### src/rtl/cls_pkg.sv
// Shared types and constants for the character-LCD receiver model.
// Build option: CLS_RX_ECHO_EN enables the MISO echo of the previous byte.
package cls_pkg;

  localparam int ROWS  = 2;
  localparam int COLS  = 16;
  localparam int NCELL = ROWS * COLS;

  typedef enum logic [1:0] {
    S_IDLE,
    S_ESC,
    S_CSI
  } dec_state_t;

  localparam logic [7:0] ESC      = 8'h1B;
  localparam logic [7:0] LBRACKET = 8'h5B;
  localparam logic [7:0] SEMI     = 8'h3B;
  localparam logic [7:0] SPACE    = 8'h20;
  localparam logic [7:0] F_CUP    = 8'h48;
  localparam logic [7:0] F_CLR    = 8'h6A;
  localparam logic [7:0] F_EN     = 8'h65;
  localparam logic [7:0] F_CUR    = 8'h63;
  localparam logic [7:0] F_DISP   = 8'h68;

  // Decimal accumulate, saturating at 255.
  function automatic logic [7:0] p_acc(
    input logic [7:0] p,
    input logic [7:0] c
  );
    logic [11:0] v;
    v = 12'(p) * 12'd10 + 12'(c[3:0]);
    return (v > 12'd255) ? 8'hFF : v[7:0];
  endfunction

endpackage

### src/rtl/spi_slave_rx.sv
// Mode-3 SPI slave deserialiser with framing-error detect.
// Build option: CLS_RX_ECHO_EN drives MISO with the previous byte.
module spi_slave_rx
  import cls_pkg::*;
(
  input  logic       clock,
  input  logic       reset_n,
  input  logic       i_ss,
  input  logic       i_sclk,
  input  logic       i_mosi,
  output logic       o_miso,
  output logic       o_valid,
  output logic [7:0] o_data,
  output logic       o_err
);

  logic [2:0] r_ss;
  logic [2:0] r_sclk;
  logic [1:0] r_mosi;
  logic [2:0] r_cnt;
  logic [6:0] r_sh;
  logic       r_valid;
  logic [7:0] r_data;
  logic       r_err;

  logic w_ss_fall;
  logic w_ss_rise;
  logic w_sck_rise;
  logic w_sck_fall;
  logic w_bit;
  logic w_done;

  assign w_ss_fall  = r_ss[2] & ~r_ss[1];
  assign w_ss_rise  = ~r_ss[2] & r_ss[1];
  assign w_sck_rise = ~r_sclk[2] & r_sclk[1] & ~r_ss[1];
  assign w_sck_fall = r_sclk[2] & ~r_sclk[1] & ~r_ss[1];
  assign w_bit      = r_mosi[1];
  assign w_done     = w_sck_rise && (r_cnt == 3'd7);

  always_ff @(posedge clock or negedge reset_n) begin
    if (!reset_n) begin
      r_ss   <= 3'b111;
      r_sclk <= 3'b111;
      r_mosi <= 2'b00;
    end else begin
      r_ss   <= {r_ss[1:0], i_ss};
      r_sclk <= {r_sclk[1:0], i_sclk};
      r_mosi <= {r_mosi[0], i_mosi};
    end
  end

  always_ff @(posedge clock or negedge reset_n) begin
    if (!reset_n) begin
      r_cnt   <= 3'd0;
      r_sh    <= 7'd0;
      r_valid <= 1'b0;
      r_data  <= 8'd0;
      r_err   <= 1'b0;
    end else begin
      r_valid <= 1'b0;
      r_err   <= 1'b0;
      if (w_ss_fall) begin
        r_cnt <= 3'd0;
      end else if (w_ss_rise) begin
        // Count wraps at 8, so nonzero here means a partial byte.
        r_err <= (r_cnt != 3'd0);
        r_cnt <= 3'd0;
      end else if (w_sck_rise) begin
        r_sh  <= {r_sh[5:0], w_bit};
        r_cnt <= r_cnt + 3'd1;
        if (w_done) begin
          r_valid <= 1'b1;
          r_data  <= {r_sh, w_bit};
        end
      end
    end
  end

`ifdef CLS_RX_ECHO_EN
  logic [7:0] r_last;
  logic [7:0] r_tx;
  logic       r_load;

  // Reload at the first falling edge of each byte; shift on the rest.
  always_ff @(posedge clock or negedge reset_n) begin
    if (!reset_n) begin
      r_last <= 8'd0;
      r_tx   <= 8'hFF;
      r_load <= 1'b1;
    end else begin
      if (w_done) begin
        r_last <= {r_sh, w_bit};
        r_load <= 1'b1;
      end else if (w_ss_fall) begin
        r_load <= 1'b1;
      end else if (w_sck_fall) begin
        if (r_load) begin
          r_tx   <= r_last;
          r_load <= 1'b0;
        end else begin
          r_tx <= {r_tx[6:0], 1'b1};
        end
      end
    end
  end

  assign o_miso = r_ss[1] ? 1'b1 : r_tx[7];
`else
  assign o_miso = 1'b1;
`endif

  assign o_valid = r_valid;
  assign o_data  = r_data;
  assign o_err   = r_err;

endmodule

### src/rtl/cls_rx.sv
// Character-LCD link receiver: escape decoder, cursor and 2x16 buffer.
// Build option: CLS_RX_ECHO_EN (see spi_slave_rx).
module cls_rx
  import cls_pkg::*;
(
  input  logic       clock,
  input  logic       reset_n,
  input  logic       ss,
  input  logic       sclk,
  input  logic       mosi,
  output logic       miso,
  input  logic [4:0] rd_addr,
  output logic [7:0] rd_data,
  output logic       cur_row,
  output logic [3:0] cur_col,
  output logic       display_on,
  output logic       backlight,
  output logic [1:0] cursor_mode,
  output logic [1:0] disp_mode,
  output logic       byte_valid,
  output logic [7:0] byte_data,
  output logic       err
);

  logic       w_bv;
  logic [7:0] w_bd;
  logic       w_ferr;
  logic       w_digit;
  logic       w_print;
  logic [4:0] w_wa;

  dec_state_t r_st;
  logic [7:0] r_p0;
  logic [7:0] r_p1;
  logic       r_pidx;
  logic       r_row;
  logic [3:0] r_col;
  logic       r_on;
  logic       r_bl;
  logic [1:0] r_cm;
  logic [1:0] r_dm;
  logic       r_derr;
  logic [7:0] r_buf [NCELL];
  logic [7:0] r_rd;

  spi_slave_rx u_spi (
    .clock   (clock),
    .reset_n (reset_n),
    .i_ss    (ss),
    .i_sclk  (sclk),
    .i_mosi  (mosi),
    .o_miso  (miso),
    .o_valid (w_bv),
    .o_data  (w_bd),
    .o_err   (w_ferr)
  );

  assign w_digit = (w_bd >= 8'h30) && (w_bd <= 8'h39);
  assign w_print = (w_bd >= 8'h20) && (w_bd <= 8'h7E);
  assign w_wa    = {r_row, r_col};

  always_ff @(posedge clock or negedge reset_n) begin
    if (!reset_n) begin
      r_st   <= S_IDLE;
      r_p0   <= 8'd0;
      r_p1   <= 8'd0;
      r_pidx <= 1'b0;
      r_row  <= 1'b0;
      r_col  <= 4'd0;
      r_on   <= 1'b0;
      r_bl   <= 1'b0;
      r_cm   <= 2'd0;
      r_dm   <= 2'd0;
      r_derr <= 1'b0;
      for (int i = 0; i < NCELL; i++) r_buf[i] <= SPACE;
    end else begin
      r_derr <= 1'b0;
      if (w_bv) begin
        case (r_st)
          S_IDLE: begin
            if (w_bd == ESC) begin
              r_st <= S_ESC;
            end else if (w_print) begin
              r_buf[w_wa] <= w_bd;
              if (r_col == 4'(COLS - 1)) begin
                r_col <= 4'd0;
                r_row <= ~r_row;
              end else begin
                r_col <= r_col + 4'd1;
              end
            end
          end
          S_ESC: begin
            if (w_bd == LBRACKET) begin
              r_st   <= S_CSI;
              r_p0   <= 8'd0;
              r_p1   <= 8'd0;
              r_pidx <= 1'b0;
            end else begin
              r_st   <= S_IDLE;
              r_derr <= 1'b1;
            end
          end
          S_CSI: begin
            unique case (1'b1)
              w_digit: begin
                if (r_pidx) r_p1 <= p_acc(r_p1, w_bd);
                else        r_p0 <= p_acc(r_p0, w_bd);
              end
              (w_bd == SEMI): begin
                if (r_pidx) begin
                  r_st   <= S_IDLE;
                  r_derr <= 1'b1;
                end else begin
                  r_pidx <= 1'b1;
                end
              end
              default: begin
                r_st <= S_IDLE;
                unique case (1'b1)
                  (w_bd == F_CUP): begin
                    r_row <= (r_p0 > 8'(ROWS - 1)) ? 1'(ROWS - 1) : r_p0[0];
                    r_col <= (r_p1 > 8'(COLS - 1)) ? 4'(COLS - 1) : r_p1[3:0];
                  end
                  (w_bd == F_CLR): begin
                    if (r_p0 == 8'd0) begin
                      for (int i = 0; i < NCELL; i++) r_buf[i] <= SPACE;
                      r_row <= 1'b0;
                      r_col <= 4'd0;
                    end else begin
                      r_derr <= 1'b1;
                    end
                  end
                  (w_bd == F_EN): begin
                    r_on <= r_p0[0];
                    r_bl <= r_p0[1];
                  end
                  (w_bd == F_CUR):  r_cm <= r_p0[1:0];
                  (w_bd == F_DISP): r_dm <= r_p0[1:0];
                  default:          r_derr <= 1'b1;
                endcase
              end
            endcase
          end
          default: r_st <= S_IDLE;
        endcase
      end
    end
  end

  // Registered read; a same-cycle write returns the old value.
  always_ff @(posedge clock or negedge reset_n) begin
    if (!reset_n) r_rd <= 8'd0;
    else          r_rd <= r_buf[rd_addr];
  end

  assign rd_data     = r_rd;
  assign cur_row     = r_row;
  assign cur_col     = r_col;
  assign display_on  = r_on;
  assign backlight   = r_bl;
  assign cursor_mode = r_cm;
  assign disp_mode   = r_dm;
  assign byte_valid  = w_bv;
  assign byte_data   = w_bd;
  assign err         = w_ferr | r_derr;

endmodule

### config.mk
export PLATFORM = sky130hd
export DESIGN_NAME = cls_rx
export DESIGN_NICKNAME = d
export VERILOG_FILES = /design/src/rtl/cls_pkg.sv /design/src/rtl/spi_slave_rx.sv /design/src/rtl/cls_rx.sv
export SDC_FILE = /design/constraint.sdc
export NUM_CORES = 1
export LEC_CHECK = 0
export CAP_MARGIN = 10
export CORE_MARGIN = 2
export CORE_UTILIZATION = 35
export DETAILED_ROUTE_END_ITERATION = 6
export PLACE_DENSITY = 0.5
export SYNTH_ARGS = -nofsm -noshare
export SYNTH_HDL_FRONTEND = slang
export SYNTH_SLANG_ARGS = --single-unit
### constraint.sdc
create_clock -name clock -period 3.49 [get_ports clock]
set_clock_uncertainty 0.2 [all_clocks]
set_input_delay 0.698 -clock clock [delete_from_list [all_inputs] [get_ports clock]]
set_output_delay 0.698 -clock clock [all_outputs]
set_load 0.01 [all_outputs]
* Word level (Yosys, flattened, before mapping)
Cells that the tools add are included.
Cells by class: bitwise operators 14, magnitude comparators 11, reductions and logical operators 24, muxes and demuxes 61, add/subtract/negate cells 4, equality and inequality tests 28, multipliers 2
Operators by type and width (count):
- 256-bit two-way mux | 5
- 256-bit case mux with 2 select lines | 1
- 256-bit bitwise mux | 1
- 8-bit two-way mux | 10
- 8-bit by 7-bit == test with 1-bit output, second input constant | 6
- 8-bit binary-select mux with 5-bit select | 1
- 8-bit demux with 5-bit select | 1
- 8-bit case mux with 2 select lines | 2
- 2-bit inequality test, second input constant | 13
- 12-bit by 4-bit adder with 12-bit output | 2
- 12-bit by 8-bit > comparator with 1-bit output, second input constant | 2
- 4-bit two-way mux | 6
- 4-bit AND reduction | 6
- 8-bit by 3-bit multiplier with 11-bit output, second input constant | 2
- 1-bit two-way mux | 18
- 8-bit by 6-bit >= comparator with 1-bit output, second input constant | 2
- 4-bit case mux with 2 select lines | 2
- 7-bit AND reduction | 2
- 6-bit >= comparator, second input constant | 2
- 5-bit NOT with 6-bit output | 2
- 1-bit case mux with 2 select lines | 6
- 5-bit AND reduction | 2
- 3-bit two-way mux | 3
- 3-bit inequality test, second input constant | 3
- 28 further kinds | 44
Word-level totals: flip-flop bits (word level) 323, logic and storage cells 196, output and inout port bits 30

* Depth between registers and ports, before layout
word-level depth 9, depth in mapped cells 11, mapped depth without buffers 8

* By module
Synthesis repeated with hierarchy kept, for this count alone.
Unflattened totals: cells, all modules 1708, area total of the unflattened synthesis 18182.4 um^2
By module, submodules not included:
- cls_rx | cells each 1638, times used 1, area an instance 17057.6 um^2
- spi_slave_rx | cells each 70, times used 1, area an instance 1124.8 um^2

* Worst setup path after synthesis
No wires, ideal clock.
path kind register to register, start point register r_p0[1], end point register r_p0[6], arrival time 2.666 ns, data required time 3.150 ns, setup slack 0.484 ns, cell stages (with the launch flop) 9, cell sequence dfrtp_1 > ha_1 > ha_1 > fa_1 > xnor2_1 > or2_2 > nor4_1 > mux2i_1 > o211ai_1
Between the ends: longest elaborated chain between the ends 7
Ends and longest elaborated chain:
- start, declared | RTL line cls_rx.sv:33 | logic [7:0] r_p0;
- start signal, assigned | RTL line cls_rx.sv:108 | else r_p0 <= p_acc(r_p0, w_bd);
- 8-bit by 3-bit multiplier with 11-bit output * | RTL line cls_pkg.sv:31 | v = 12'(p) * 12'd10 + 12'(c[3:0]);
- 12-bit by 4-bit adder with 12-bit output * | RTL line cls_pkg.sv:31
- 12-bit by 8-bit > comparator with 1-bit output | RTL line cls_pkg.sv:32 | return (v > 12'd255) ? 8'hFF : v[7:0];
- 8-bit two-way mux * | RTL line cls_pkg.sv:32
- 8-bit two-way mux * | RTL line cls_rx.sv:107 | if (r_pidx) r_p1 <= p_acc(r_p1, w_bd);
- 8-bit two-way mux * | RTL line cls_rx.sv:105 | unique case (1'b1)
- 8-bit case mux with 2 select lines * | RTL line cls_rx.sv:79 | case (r_st)
Mark *: on every way between the ends. The rest lies on a longest branch, timed or not. The select of a mux whose other input is x is not followed. A chain may end at the register's enable or synchronous reset.

* Worst setup path in the final report
start point register r_col[3], in the netlist cur_col[3], end point output cur_col[3]
RTL lines:
- start, declared | RTL line cls_rx.sv:37 | logic [3:0] r_col;
- start signal, assigned | RTL line cls_rx.sv:89 | r_col <= r_col + 4'd1;
- start signal, assigned | RTL line cls_rx.sv:123 | r_col <= (r_p1 > 8'(COLS - 1)) ? 4'(COLS - 1) : r_p1[3:0];
- end, declared | RTL line cls_rx.sv:15 | output logic [3:0] cur_col,
No word-level cell between the ends.

==> run metrics <==
status=finished, final reports clean; most instantiated library cell after synthesis=dfrtp_1; Nets=1725; signal arrival time at the worst endpoint=2.17 ns; Die H=232 um; diodes inserted=0; Leakage=8.26 nW; register area share after synthesis=0.446; first-pass GRT wire length=87900 um; vias per cell=6.18; crit-path max cell delay=0.92 ns; fmax=0.326 GHz; final hold vios=0; worst hold stages=0; Mapped Cells=1719; # IOs=40; core area=51400 um2; row cnt=83; crit start category=flip-flop; full die area=54000 um2; #FFs+latches synth=323; clk_lat worst skew=0.57 ns; slack of the critical path=0.419 ns; Post-synth top flop=dfrtp_1; Max FO, Critical Path=21; vias post-DR=14700; Critical Path Sink Type=primary output; Async SR Flop Fraction=1.00; Mapped Area=18200 um2; crit path cell chain=clkdlybuf4s50_1; Worst path slowest cell=dfrtp_1; critical path depth=1; clk sinks=323; RSZ-0062 raised after global routing=no; initial core utilization=0.355; pre-CTS setup slack=0.466 ns; Detailed Place HPWL=33400 um; Hold Crit Class=reg -> reg; CTS Buffer Depth=3; Mapped Avg Cell Area=10.6 um2; Final Util=0.399; Iter 0 DRT Violations=1301; DRC Markers=0; Max IR drop VDD=0.280 mV; Final Cycle Share=0.880; final setup fails=0; Clock Tree Root=clkbuf_16; setup TNS=0 ns; drt pass-1 iters=5; Synth area leader=dfrtp_1; max-slew violations=0; most frequent cells after synthesis=285 x dfrtp_1, 183 x nand3_1, 159 x o311ai_1; Post-synth EDFFs=0; initial antenna violation count=0; final critical-path required period=3.07 ns; GRT Total Usage=0.206; Synthesized Nets=1775; Largest delay share family, worst path=flip-flops; WL per Instance=23.1 um; unique cell type count in the Yosys netlist=76; Critical Path RT=2.59 ns; Port Buffers=38; Bufs and invs on worst path=1; Max-Cap Viols=0; worst reg2reg path depth=8; final wirelength=55000 um; CTS tree=done; pwr/cell area=397 nW/um2; Antenna Nets Post-Route=0; Die W=232 um; Synth top area share=0.391; Num CTS Buffers=39; largest net degree at the start of global routing=99; Slew @ Worst Pin=1.07 ns; fraction of layout cells with a size suffix above 1=0.177; grt ovf=0; number of global-route vias before repair=14600; clk slew on worst S/H paths=0.06 ns; Area contributors post-synth=dfrtp_1 39%, mux4_2 9.9%, o311ai_1 7.6%, dfstp_2 5.5%, nand3_1 5.0%; WS Path Type=reg -> out; synth-to-layout area growth=12.5%; Slew Limit Headroom=0.285; yosys warns=0; H-tree depth=2; GPL Wtd Cong=0.857; Tot Pwr=8.14 mW
## sequential cells by signal (all words and copies together), names as in the netlist, 2 cells and up
register,cells
disp_mode,2
r_p0,8
cursor_mode,2
cur_col,4
u_spi.r_sh,7
r_p1,8
u_spi.o_data,8
u_spi.r_mosi,2
r_st,2
u_spi.r_sclk,3
u_spi.r_ss,3
u_spi.r_cnt,3
rd_data,8
r_buf,256
## path summary, 6_finish.rpt
path,from,to,slack (ns)
max,cur_col[3],cur_col[3],0.42
min,u_spi.r_ss[0],u_spi.r_ss[1],0.15
max reg2reg,r_p0[3],r_p0[7],0.47
min reg2reg,u_spi.r_ss[0],u_spi.r_ss[1],0.15
max in group asynchronous,reset_n,r_buf[157],1.69
min in group asynchronous,reset_n,r_buf[194],0.51
## power breakdown
group | switching, mW | internal (mW) | leakage (nW)
clock network | 1.69 | 2.34 | 0.607
registers | 0.0287 | 3.79 | 4.36
logic | 0.187 | 0.106 | 3.29
total | 1.91 | 6.23 | 8.26
## per-stage QoR
step	cells	hold slack (ns)	cell area (um2)
finish	2376	0.154	20500
global placement	2307	0.138	19300
global route	2376	0.158	20500
CTS	2376	0.155	20500
floorplan	1719	0.131	18200
detailed placement	2307	0.147	19300
## worst register-to-register path, cell delays in order (launching register included)
cell and delay (ns):
dfrtp_1 0.43, ha_1 0.30, ha_1 0.24, fa_1 0.43
xnor2_1 0.17, or3_1 0.37, or4b_1 0.47, a211oi_1 0.21
o21ai_1 0.09
## layout make-up
class | instances | area, um2
fill | 4977 | 30900
inverter | 19 | 76.3
sequential | 323 | 8130
clock buffer | 59 | 1140
timing repair buffer | 99 | 988
clock inverter | 9 | 92.6
multi-input combinational | 1187 | 9240
tap | 680 | 851
## per-layer routing
metal  track usage  part of all wire
met4        0.0581             0.020
met2         0.320              0.46
met1         0.295              0.46
met5             0                 0
met3        0.0349             0.060
## cell families (layout without fill, tap and decap cells)
logic type	Yosys count	after routing	synth area share
AOI/OAI and AO/OA	552	552	0.214
and+or+nand+nor	467	467	0.135
DFF	323	323	0.446
buffers and inverters	209	186	0.0494
muxes	112	112	0.118
adders and majority gates	46	46	0.0332
xor gates and xnor gates	9	9	0.00432
other	1	1	0.000206
## what timing repair did
item | 4_1_cts | 5_1_grt
setup buffers | 0 | 0
hold buffers | 1 | 0
endpoints found under the hold margin | 64 | 0
resized for setup | 0 | 0
setup endpoints to repair | 0 | 0
## placed cells by master (no fill, tap or decap), types with 41 or more instances in the layout
cell | Yosys | routed
mux4_2 | 80 | 80
a21oi_1 | 66 | 66
o311ai_1 | 159 | 159
nor2_1 | 73 | 72
nand2_1 | 52 | 51
dfrtp_1 | 285 | 285
nor3_1 | 41 | 41
ha_1 | 42 | 41
nand3_1 | 183 | 183
and3_1 | 43 | 43
o21ai_0 | 158 | 158
buf_4 | 7 | 49
No activity file was read; power rests on OpenSTA's default activity.
